--- config.mk ---
export PLATFORM = sky130hd
export DESIGN_NAME = shift_line
export DESIGN_NICKNAME = d
export VERILOG_FILES = /design/src/rtl/shift_line.sv
export SDC_FILE = /design/constraint.sdc
export NUM_CORES = 1
export LEC_CHECK = 0
export ABC_AREA = 1
export CORE_MARGIN = 3
export CORE_UTILIZATION = 35
export CTS_BUF_LIST = sky130_fd_sc_hd__clkbuf_16
export CTS_CLUSTER_SIZE = 20
export DETAILED_ROUTE_END_ITERATION = 7
export GPL_TIMING_DRIVEN = 0
export PLACE_DENSITY = 0.57
export SYNTH_ARGS = -nofsm -noshare
export SYNTH_HDL_FRONTEND = slang
export SYNTH_SLANG_ARGS = --single-unit
--- constraint.sdc ---
create_clock -name clk -period 1.5 [get_ports clk]
set_clock_uncertainty 0.05 [all_clocks]
set_input_delay 0.15 -clock clk [delete_from_list [all_inputs] [get_ports clk]]
set_output_delay 0.15 -clock clk [all_outputs]
set_load 0.02 [all_outputs]
--- src/rtl/shift_line.sv ---
`default_nettype none
// ============================================================================
// Module      : shift_line
// Description : Parametrised, stallable delay line with a per-stage valid tag,
//               a runtime-selectable output tap and a fixed last-stage tap.
//               Used to match address/twiddle paths to butterfly latency.
// Revision    : 1.0 - initial release
// ----------------------------------------------------------------------------
// Parameters:
//   DATA_W  data bits per stage
//   DEPTH   number of register stages (>=2)
//   SEL_W   width of the tap select
// Ports:
//   clk        in   rising-edge clock
//   rstn       in   asynchronous active-low reset
//   en         in   shift enable, 0 holds every stage (stall)
//   clr        in   synchronous clear of all stages and valid tags
//   din        in   data into stage 0
//   vin        in   valid tag travelling with din
//   tap_sel    in   tap select; tap k = k+1 enabled cycles of delay
//   dout       out  data at the selected tap (combinational mux)
//   vout       out  valid tag at the selected tap
//   dout_last  out  data at stage DEPTH-1
//   vout_last  out  valid tag at stage DEPTH-1
//   primed     out  (SHIFT_LINE_PRIMED_EN only) high once DEPTH enabled
//                   shifts have occurred since reset/clear
// Build option:
//   SHIFT_LINE_PRIMED_EN  adds the primed output and its fill counter
// ============================================================================
module shift_line #(
  parameter int DATA_W = 14,
  parameter int DEPTH  = 9,
  parameter int SEL_W  = $clog2(DEPTH)
) (
  input  logic              clk,
  input  logic              rstn,
  input  logic              en,
  input  logic              clr,
  input  logic [DATA_W-1:0] din,
  input  logic              vin,
  input  logic [SEL_W-1:0]  tap_sel,
  output logic [DATA_W-1:0] dout,
  output logic              vout,
  output logic [DATA_W-1:0] dout_last,
  output logic              vout_last
`ifdef SHIFT_LINE_PRIMED_EN
  ,
  output logic              primed
`endif
);

  localparam logic [SEL_W:0] LAST_IDX = (SEL_W+1)'(DEPTH-1);

  logic [DATA_W-1:0] stage_data [DEPTH];
  logic [DEPTH-1:0]  stage_vld;

  logic [SEL_W:0]    sel_ext;
  logic [SEL_W:0]    sel_clamped;
  logic [SEL_W-1:0]  sel_idx;

  // Shift register: clear dominates enable, valid tag shifts blindly with data.
  always_ff @(posedge clk or negedge rstn) begin
    if (!rstn) begin
      for (int i = 0; i < DEPTH; i++) begin
        stage_data[i] <= '0;
      end
      stage_vld <= '0;
    end else if (clr) begin
      for (int i = 0; i < DEPTH; i++) begin
        stage_data[i] <= '0;
      end
      stage_vld <= '0;
    end else if (en) begin
      stage_data[0] <= din;
      for (int i = 1; i < DEPTH; i++) begin
        stage_data[i] <= stage_data[i-1];
      end
      stage_vld <= {stage_vld[DEPTH-2:0], vin};
    end
  end

  // Select is widened by one bit so the clamp compare cannot wrap; after the
  // clamp the value always fits back into SEL_W bits.
  always_comb begin
    sel_ext     = {1'b0, tap_sel};
    sel_clamped = (sel_ext > LAST_IDX) ? LAST_IDX : sel_ext;
    sel_idx     = sel_clamped[SEL_W-1:0];
  end

  assign dout      = stage_data[sel_idx];
  assign vout      = stage_vld[sel_idx];
  assign dout_last = stage_data[DEPTH-1];
  assign vout_last = stage_vld[DEPTH-1];

`ifdef SHIFT_LINE_PRIMED_EN
  localparam int             CNT_W    = $clog2(DEPTH+1);
  localparam logic [CNT_W-1:0] FILL_MAX = CNT_W'(DEPTH);

  logic [CNT_W-1:0] fill_cnt;
  logic [CNT_W-1:0] fill_next;

  always_comb begin
    fill_next = fill_cnt;
    if (en && (fill_cnt != FILL_MAX)) begin
      fill_next = fill_cnt + CNT_W'(1);
    end
  end

  // primed is registered from the next count so it rises on the very edge
  // that performs the DEPTH-th enabled shift.
  always_ff @(posedge clk or negedge rstn) begin
    if (!rstn) begin
      fill_cnt <= '0;
      primed   <= 1'b0;
    end else if (clr) begin
      fill_cnt <= '0;
      primed   <= 1'b0;
    end else begin
      fill_cnt <= fill_next;
      primed   <= (fill_next == FILL_MAX);
    end
  end
`endif

endmodule
`default_nettype wire

==> results_dict.tcl, run 1 <==
set metrics [dict create \
    yosys.area.top_type "dfrtp_1" \
    synth_edf_count 0 \
    worstSetupStartpointType "register" \
    regToRegSetupSlack_ps 80 \
    netlist_instances 905 \
    first_pass_iters 6 \
    grt_pass1_vias 6701 \
    ant_nets 0 \
    ios 53 \
    finalSetupViolations 15 \
    drt_iter0_markers 674 \
    vias 6817 \
    layout_common_cells "nand2_1 (267), dfrtp_1 (135), nand3_1 (126)" \
    clk_latency_ps 420 \
    cts_buffer_depth 2 \
    arrival_ps 1480 \
    async_flop_share_pct 100 \
    seq_area_frac_synth_pct 49.3 \
    hold_start "clr" \
    hold_depth 2 \
    syn-cell-area_sq_um 6860 \
    die_h_microns 146 \
    drv_slew 0 \
    ys_seq_elements 135 \
    drc 0 \
    gp_congestion 0.901 \
    area_growth_syn_to_layout_pct 31.5 \
    layout.nets 1053 \
    fmax_mhz 594 \
    drive_above_1_share_pct 25.5 \
    p_leak_nw 4.40 \
    ys_warn_count 0 \
    synth_ff_type "dfrtp_1" \
    yosys-top-cells-area "dfrtp_1 (49%), nand2_1 (16%), nand3_1 (12%)" \
    crit_required_ps 1300 \
    wl_per_cell_microns 18.5 \
    final_hold_viol_count 0 \
    finalPower_mw 8.62 \
    stdcell_count 1303 \
    start_util_pct 36.2 \
    layout_commonest_cell "nand2_1" \
    worst_pin_slew_ps 718 \
    row_count 50 \
    drt_wl_total_microns 24100 \
    diodes 0 \
    syn-num-nets 928 \
    fin_setup_tns_ps -2070 \
    drt-vias-per-instance 5.23 \
    cts-buffers-inserted 17 \
    h-tree-depth 4 \
    die-area_sq_um 21300 \
    max-vdd-ir-drop_v 0.000801 \
    min_period_over_period_pct 112 \
    status "finished, violations left" \
    grt_util_all_layers_pct 22.5 \
    path_max_fanout 3 \
    synth_top_area_share_pct 49.3 \
    yosysUniqueCellTypes 18 \
    clock-sinks 135 \
    hold_slack_ps 88.9 \
    overflow 0 \
    dp_hpwl_microns 16400 \
    reg2reg_depth 8 \
    fin_crit_ps 1680 \
    r2r-start "stage_data[17]" \
    min_path_type "in -> reg" \
    rsz0062_at_grt "true" \
    failed_checks "negative setup slack" \
    synth.avg_cell_area_sq_um 7.57 \
    grt_max_degree 86 \
    cp-end-kind "output pin" \
    grt_pass1_wl_microns 37200 \
    whs_endpoint "dout_last[1]" \
    place_inst 1214 \
    cap_violations 0 \
    die_w_microns 146 \
    relSlewSlack_pct 52.1 \
    cts_tree "done" \
    timing.rr.end "dout_last[3]" \
    layout_setup_ws_ps -183 \
    path_clk_slew_ps 60 \
    antenna_found_initial 0 \
    core_sq_um 19000 \
    port_buffers 48 \
    ctsRootBufferMaster "clkbuf_16" \
    p_per_area_nw_per_um2 956 \
    criticalPathCategory "reg -> out" \
]
==> per-layer routing <==
metal	vias to the layer above	routed length [microns]	track usage, %
met3	54	1800	4.64
met5	-	0	0
met2	284	11100	34.6
met1	3294	10500	30.8
li1	3185	-	-
met4	0	670	9.83
==> power by group <==
group	internal, mW	switching (mW)
combinational	0.328	0.739
clock	2.22	1.61
sequential	3.69	0.0296
total	6.24	2.38
==> logic make-up (layout without fill, tap and decap cells) <==
group / count (synthesis) / in the layout / synth area share (%)
AOI/OAI and AO/OA: 150 / 150 / 11.6
DFF: 135 / 135 / 49.3
and+or+nand+nor: 465 / 465 / 28.6
buffers and inverters: 155 / 293 / 10.5
==> worst max-delay path, stage by stage (launching register included) <==
cell and delay (ps):
dfrtp_1 400, nand2_1 90, o21ai_2 60, nand2_2 100, nand2_4 70, nand2_1 90, nand3_2 80, buf_6 140
==> final cells by class <==
type / count / area [sq um]
plain buffers: 85 / 490
repair buffers: 106 / 945
clock buffers: 17 / 425
well taps: 260 / 325
flip-flops and latches: 135 / 3380
multi-input cells: 615 / 3090
fillers: 1908 / 9940
clock inverters: 15 / 97.6
inverters: 70 / 265
==> worst max-delay path by stage <==
stage,startpoint,endpoint,slack (ps)
floorplan,tap_sel[3],dout[12],240
global placement,rstn,dout_last[4],-5460
detailed placement,tap_sel[1],dout[9],-1050
CTS,stage_data[121],dout[9],-180
global route,stage_data[105],dout[7],-240
finish,stage_data[119],dout[7],-180
==> per-stage QoR <==
stage,cell area (sq um),util (%),setup WS (ps)
3_3_place_gp,7660,40.4,-5460
2_1_floorplan,6860,-,240
3_5_place_dp,7690,40.6,-1050
6_report,9020,47.6,-183
5_1_grt,9020,47.6,-237
4_1_cts,8780,46.3,-176
==> synth_stat cells, types with 3 or more instances <==
cell and n:
o21ai_0 112, nand3_1 162, o21ai_1 17, dfrtp_1 135, nand2_1 298, inv_1 68, o22ai_1 5, buf_4 14
buf_2 40, o31ai_1 16, nor2_1 3, buf_1 4, clkbuf_1 23, buf_6 4
==> state kept, by name, summed over array words and instances (netlist names) <==
| signal | count |
|---|---|
| stage_data | 112 |
| dout_last | 14 |
| stage_vld | 9 |
==> repair_timing <==
| item | 4_1_cts | 5_1_grt |
|---|---|---|
| pin swaps | 50 | 38 |
| hold endpoints to repair | 50 | 0 |
| setup endpoints to repair | 30 | 22 |
| resized for setup | 207 | 48 |
| buffers inserted | 42 | 15 |
| cloned | 0 | 0 |
| hold buffers | 1 | 0 |
Power figures use the tool's default switching activity.
==> run 2: changes to the inputs <==
CELL_PAD_IN_SITES_DETAIL_PLACEMENT = 0   (was not set)
CELL_PAD_IN_SITES_GLOBAL_PLACEMENT = 2   (was not set)
CORE_MARGIN = 1   (was 3)
PLACE_DENSITY = 0.86   (was 0.57)
==> run 2 against run 1 <==
The run still ends with negative setup slack left. Worst setup slack better by 43 ps. Routed wire length up 2.1%. Final cell count unchanged. Sequential share of layout area down 0.27 points. Total power up 2.4%. Sequential power about the same. Critical path type unchanged.
==> results_dict.tcl, run 2 (synthesized netlist as in run 1, its figures left out) <==
set metrics [dict create \
    status "finished, violations left" \
    failed_checks "negative setup slack" \
    place_inst 1214 \
    crit_path_cell_trace "nand2_2 > o21ai_4 > nand2_4 > nand2_4 > nand2_2 > nand3_2 > buf_6" \
    first_pass_iters 5 \
    cts_tree "done" \
    worst_pin_slew_ps 657 \
    drt_iter0_markers 410 \
    clock-sinks 135 \
    fillers 1963 \
    drc 0 \
    rsz0062_at_grt "true" \
    vias 6611 \
    diodes 0 \
    regToRegSetupSlack_ps 500 \
    worstSetupStartpointType "register" \
    final_cell_area_sq_um 9080 \
    antenna_found_initial 0 \
    p_per_area_nw_per_um2 972 \
    cts_buffer_depth 2 \
    top_register "stage_data" \
    die_h_microns 142 \
    switching_share_pct 27.3 \
    grt_pass1_vias 6375 \
    final_hold_viol_count 0 \
    ctsRootBufferMaster "clkbuf_16" \
    path_max_fanout 3 \
    arrival_ps 1440 \
    cpPeakStageDelay_ps 400 \
    clock_power_share_pct 45.6 \
    layout.nets 1054 \
    largest_reg_flops 112 \
    place_area_sq_um 7690 \
    finalSetupViolations 15 \
    overflow 0 \
    gp_congestion 0.866 \
    drive_above_1_share_pct 25.8 \
    cpLargestDelayFamily "simple AND/OR/NAND/NOR gates" \
    seq_power_share_pct 42.1 \
    area_growth_syn_to_layout_pct 32.5 \
    die-area_sq_um 20100 \
    ant_nets 0 \
    fin_crit_ps 1640 \
    start_util_pct 36.2 \
    post-route-util_pct 47.9 \
    internal_power_mw 6.42 \
    row_count 50 \
    layout_common_cells "nand2_1 (263), dfrtp_1 (135), nand3_1 (130)" \
    hold_slack_ps 116 \
    h-tree-depth 4 \
    crit_required_ps 1300 \
    grt_pass1_wl_microns 37800 \
    criticalPathCategory "reg -> out" \
    path_clk_slew_ps 60 \
    crit_buf_inv 1 \
    cap_violations 0 \
    cp-end-kind "output pin" \
    max-vdd-ir-drop_v 0.000947 \
    fmax_mhz 610 \
    drv_slew 0 \
    port_buffers 48 \
    clk_latency_ps 430 \
    wl_per_cell_microns 18.9 \
    dp_hpwl_microns 17100 \
    min_period_over_period_pct 109 \
    drt_wl_total_microns 24600 \
    grt_max_degree 83 \
    relSlewSlack_pct 56.2 \
    crit_slowest_cell "dfrtp_1" \
    netSwitchingPower_mw 2.41 \
    power_frac_comb_pct 12.3 \
    core_sq_um 19000 \
    p_leak_nw 4.40 \
    die_w_microns 142 \
    drt-vias-per-instance 5.07 \
    layout_setup_ws_ps -140 \
    ios 53 \
    cts-buffers-inserted 17 \
    min_path_type "in -> reg" \
    layout_commonest_cell "nand2_1" \
    stdcell_count 1303 \
    grt_util_all_layers_pct 25.6 \
]
## run 2: changes by cell type in the layout (fill, tap and decap cells not counted), sizes merged
| cell | before | now |
|---|---|---|
| clkbuf | 41 | 40 |
| dlygate4sd2 | 9 | 7 |
| clkinvlp | 2 | 3 |
| inv | 73 | 74 |
| clkinv | 9 | 5 |
| clkdlybuf4s15 | 6 | 10 |
| bufinv | 1 | 2 |
## run 2: path summary, 6_finish.rpt
| path | cells after the start | to | start |
|---|---|---|---|
| max in group asynchronous | 3 | stage_data[32] | rstn |
| worst max register to register | 4 | stage_data[78] | stage_data[78] |
| worst min-delay path | 2 | dout_last[1] | clr |
| min in group asynchronous | 2 | stage_data[86] | rstn |
| worst min register to register | 2 | stage_data[16] | stage_data[16] |
| worst max-delay path | 7 | dout[7] | stage_data[119] |
## run 2: routing by layer
layer / vias up / part of all wire (%) / track usage, %
met5: - / 0 / 0
met4: 0 / 2.3 / 8.72
met3: 40 / 5.2 / 4.44
met2: 189 / 45 / 39.7
met1: 3185 / 47 / 36.2
li1: 3197 / - / -
## run 2: what timing repair did
item	CTS	global route
pin swaps	44	40
gates resized for setup	204	57
setup buffers	37	20
hold endpoints to repair	53	0
setup endpoints to repair	30	23
hold buffers	1	0
## run 2: power groups by stage
stage                     registers (mW)  logic [mW]  clock network (mW)
after CTS                           3.72        1.04                4.05
after floorplan                     3.78       0.480                   0
final                               3.72        1.09                4.02
after detailed placement            3.79       0.926                   0
after global placement              3.79       0.918                   0
after global routing                3.72        1.18                4.21
## run 2: worst reg2reg max path, stage by stage, from the launching register on
cell and delay [ps]:
dfrtp_1 390, buf_4 140, buf_4 130, nand2_1 60, o21ai_0 80
## run 2: metrics by stage
stage | setup slack, ps | power (mW) | setup TNS [ps]
final | -140 | 8.83 | -1770
after global routing | -212 | 9.11 | -2710
after detailed placement | -1070 | 4.72 | -16840
after CTS | -198 | 8.81 | -2030
after global placement | -5570 | 4.71 | -767560
after floorplan | 240 | 4.26 | 0
## run 2: area by class of cell
class                      instances  area [sq um]  area share, %
buffer                            85           497           5.47
clock buffer                      17           425           4.68
clock inverter                    14           121           1.34
inverter                          70           265           2.92
multi-input combinational        615          3110           34.3
sequential                       135          3380           37.2
tap                              260           325           3.58
timing repair buffer             107           958           10.6
==> run 3: changes to the inputs <==
ABC_AREA = not set   (was 1)
PLACE_DENSITY = 0.78   (was 0.86)
==> run 3 against run 2 <==
The run still ends with negative setup slack left. Routed wire length fell by 32%. Hold slack improved by 80 ps. Sequential share of layout area rose by 2.4 points. Total power fell by 1.1%. First-iteration DRC count fell by 62%. Sequential power barely moved.
==> results_dict.tcl, run 3 <==
set metrics [dict create \
    status "finished, violations left" \
    failed_checks "negative setup slack" \
    fin_crit_ps 1830 \
    seq_power_share_pct 42.8 \
    fin_setup_tns_ps -2860 \
    h-tree-depth 4 \
    synth_top_area_share_pct 50.1 \
    cpLargestDelayFamily "compound AO/OA/AOI/OAI gates" \
    place_inst 906 \
    worst_pin_slew_ps 643 \
    syn-num-nets 647 \
    clock-sinks 135 \
    switching_share_pct 24.2 \
    layout.nets 751 \
    drv_slew 0 \
    seq_area_frac_synth_pct 50.1 \
    start_util_pct 35.9 \
    drt-vias-per-instance 4.91 \
    drt_iter0_markers 154 \
    synth_common_cells "mux2i_1 (193), nor2_1 (136), dfrtp_1 (135), nand2_1 (31), buf_2 (23)" \
    core_sq_um 18800 \
    yosysMostFrequentCell "mux2i_1" \
    fmax_mhz 548 \
    cpPeakStageDelay_ps 380 \
    antenna_found_initial 0 \
    yosysUniqueCellTypes 21 \
    overflow 0 \
    drive_above_1_share_pct 22.6 \
    max-vdd-ir-drop_v 0.000734 \
    top_register "stage_data" \
    pre_cts_ws_ps -1030 \
    row_count 50 \
    first_pass_iters 4 \
    p_leak_nw 4.47 \
    drc 0 \
    cts-buffers-inserted 17 \
    clk_latency_ps 420 \
    worstSetupStartpointType "register" \
    crit_required_ps 1300 \
    grt_pass1_vias 4882 \
    crit_path_cell_trace "mux2_2 > a22o_1 > a32o_2 > buf_6" \
    synth.avg_cell_area_sq_um 10.8 \
    dp_hpwl_microns 12000 \
    criticalPathCategory "reg -> out" \
    ys_warn_count 0 \
    final_hold_viol_count 0 \
    clock_power_share_pct 47.8 \
    hold_slack_ps 196 \
    vias 4781 \
    internal_power_mw 6.61 \
    ys_seq_elements 135 \
    cts_buffer_depth 2 \
    netlist_instances 624 \
    post-route-util_pct 45.5 \
    synth_ff_type "dfrtp_1" \
    synth_edf_count 0 \
    die_w_microns 141 \
    ios 53 \
    power_frac_comb_pct 9.4 \
    layout_commonest_cell "mux2i_1" \
    min_period_over_period_pct 122 \
    die_h_microns 141 \
    cp-end-kind "output pin" \
    grt_max_degree 83 \
    path_max_fanout 2 \
    largest_reg_flops 112 \
    cap_violations 0 \
    finalSetupViolations 15 \
    async_flop_share_pct 100 \
    yosys.area.top_type "dfrtp_1" \
    layout_common_cells "mux2i_1 (185), nor2_1 (136), dfrtp_1 (132)" \
    grt_pass1_wl_microns 27400 \
    path_clk_slew_ps 60 \
    grt_util_all_layers_pct 18.1 \
    p_per_area_nw_per_um2 1020 \
    rsz0062_at_grt "true" \
    drt_wl_total_microns 16700 \
    min_path_type "in -> async" \
    arrival_ps 1630 \
    cts_tree "done" \
    area_growth_syn_to_layout_pct 26.7 \
    ctsRootBufferMaster "clkbuf_16" \
    syn-cell-area_sq_um 6740 \
    crit_buf_inv 1 \
    diodes 0 \
    port_buffers 47 \
    stdcell_count 974 \
    netSwitchingPower_mw 2.11 \
    yosys-top-cells-area "dfrtp_1 (50%), mux2i_1 (29%), nor2_1 (7.6%)" \
    crit_slowest_cell "dfrtp_1" \
    layout_setup_ws_ps -325 \
    die-area_sq_um 19800 \
    relSlewSlack_pct 57.2 \
    wl_per_cell_microns 17.2 \
    gp_congestion 0.766 \
    ant_nets 0 \
]
==> run 3: changes by cell type in the layout (fill, tap and decap cells not counted), moves of 27 or more <==
cell and delta:
inv_1 -52, mux2i_1 +185, nand2_1 -233, nand2_2 -27, nand3_1 -130, nand3_2 -32
nor2_1 +135, o21ai_0 -97
==> run 3: layout make-up <==
type / instances / area (sq um)
buffer: 64 / 400
clock buffer: 17 / 425
clock inverter: 14 / 159
fill: 1815 / 10200
multi-input combinational: 425 / 3140
sequential: 135 / 3380
tap: 234 / 293
timing repair buffer: 85 / 746
==> run 3: worst paths after layout <==
check                                from         endpoint  slack [ps]  depth (start not counted)
min in group clk                   din[3]  stage_data[115]         290                          3
hold / removal                       rstn  stage_data[125]         200                          2
setup reg to reg           stage_data[16]     dout_last[2]         490                          4
hold reg to reg            stage_data[38]   stage_data[24]         500                          2
setup / recovery           stage_data[50]          dout[8]        -330                          4
max in group asynchronous            rstn     dout_last[4]         380                          3
==> run 3: cells by family after synthesis <==
| kind of cell | count (synthesis) | synth area share (%) |
|---|---|---|
| compound gates | 59 | 5.90 |
| mux | 195 | 29.0 |
| simple gates | 171 | 9.70 |
| buf+inv | 64 | 5.32 |
| flops | 135 | 50.1 |
==> run 3: power by group through the flow <==
stage               clock (mW)  combinational [mW]  sequential (mW)
finish                    4.17               0.819             3.73
global route              4.44               0.893             3.73
CTS                       4.25               0.826             3.73
detailed placement           0               0.768             3.80
global placement             0               0.749             3.80
floorplan                    0               0.472             3.78
==> run 3: per-stage QoR <==
stage / area (sq um) / total power [mW]
after floorplan: 6740 / 4.25
final: 8540 / 8.73
after global placement: 7510 / 4.54
after detailed placement: 7540 / 4.56
after global routing: 8540 / 9.07
after CTS: 8480 / 8.81
==> run 3: layer usage <==
layer,vias up,global-route usage [%],wire length [microns]
met5,-,0,0
met2,72,29.2,7810
met1,2337,25.1,8280
li1,2350,-,-
met3,22,2.68,409
met4,0,5.84,228
==> run 3: worst reg2reg max path, cell delays in order (launching register included) <==
cell and delay [ps]:
dfrtp_1 390, buf_4 130, buf_4 120, mux2i_1 120, nor2_1 60
==> run 3: what timing repair did <==
action,in CTS,in global routing
setup endpoints to repair,30,21
buffers inserted,31,4
pin swaps,18,4
hold buffers,1,0
gates resized for setup,155,20
endpoints found under the hold margin,53,0
gates cloned,1,0
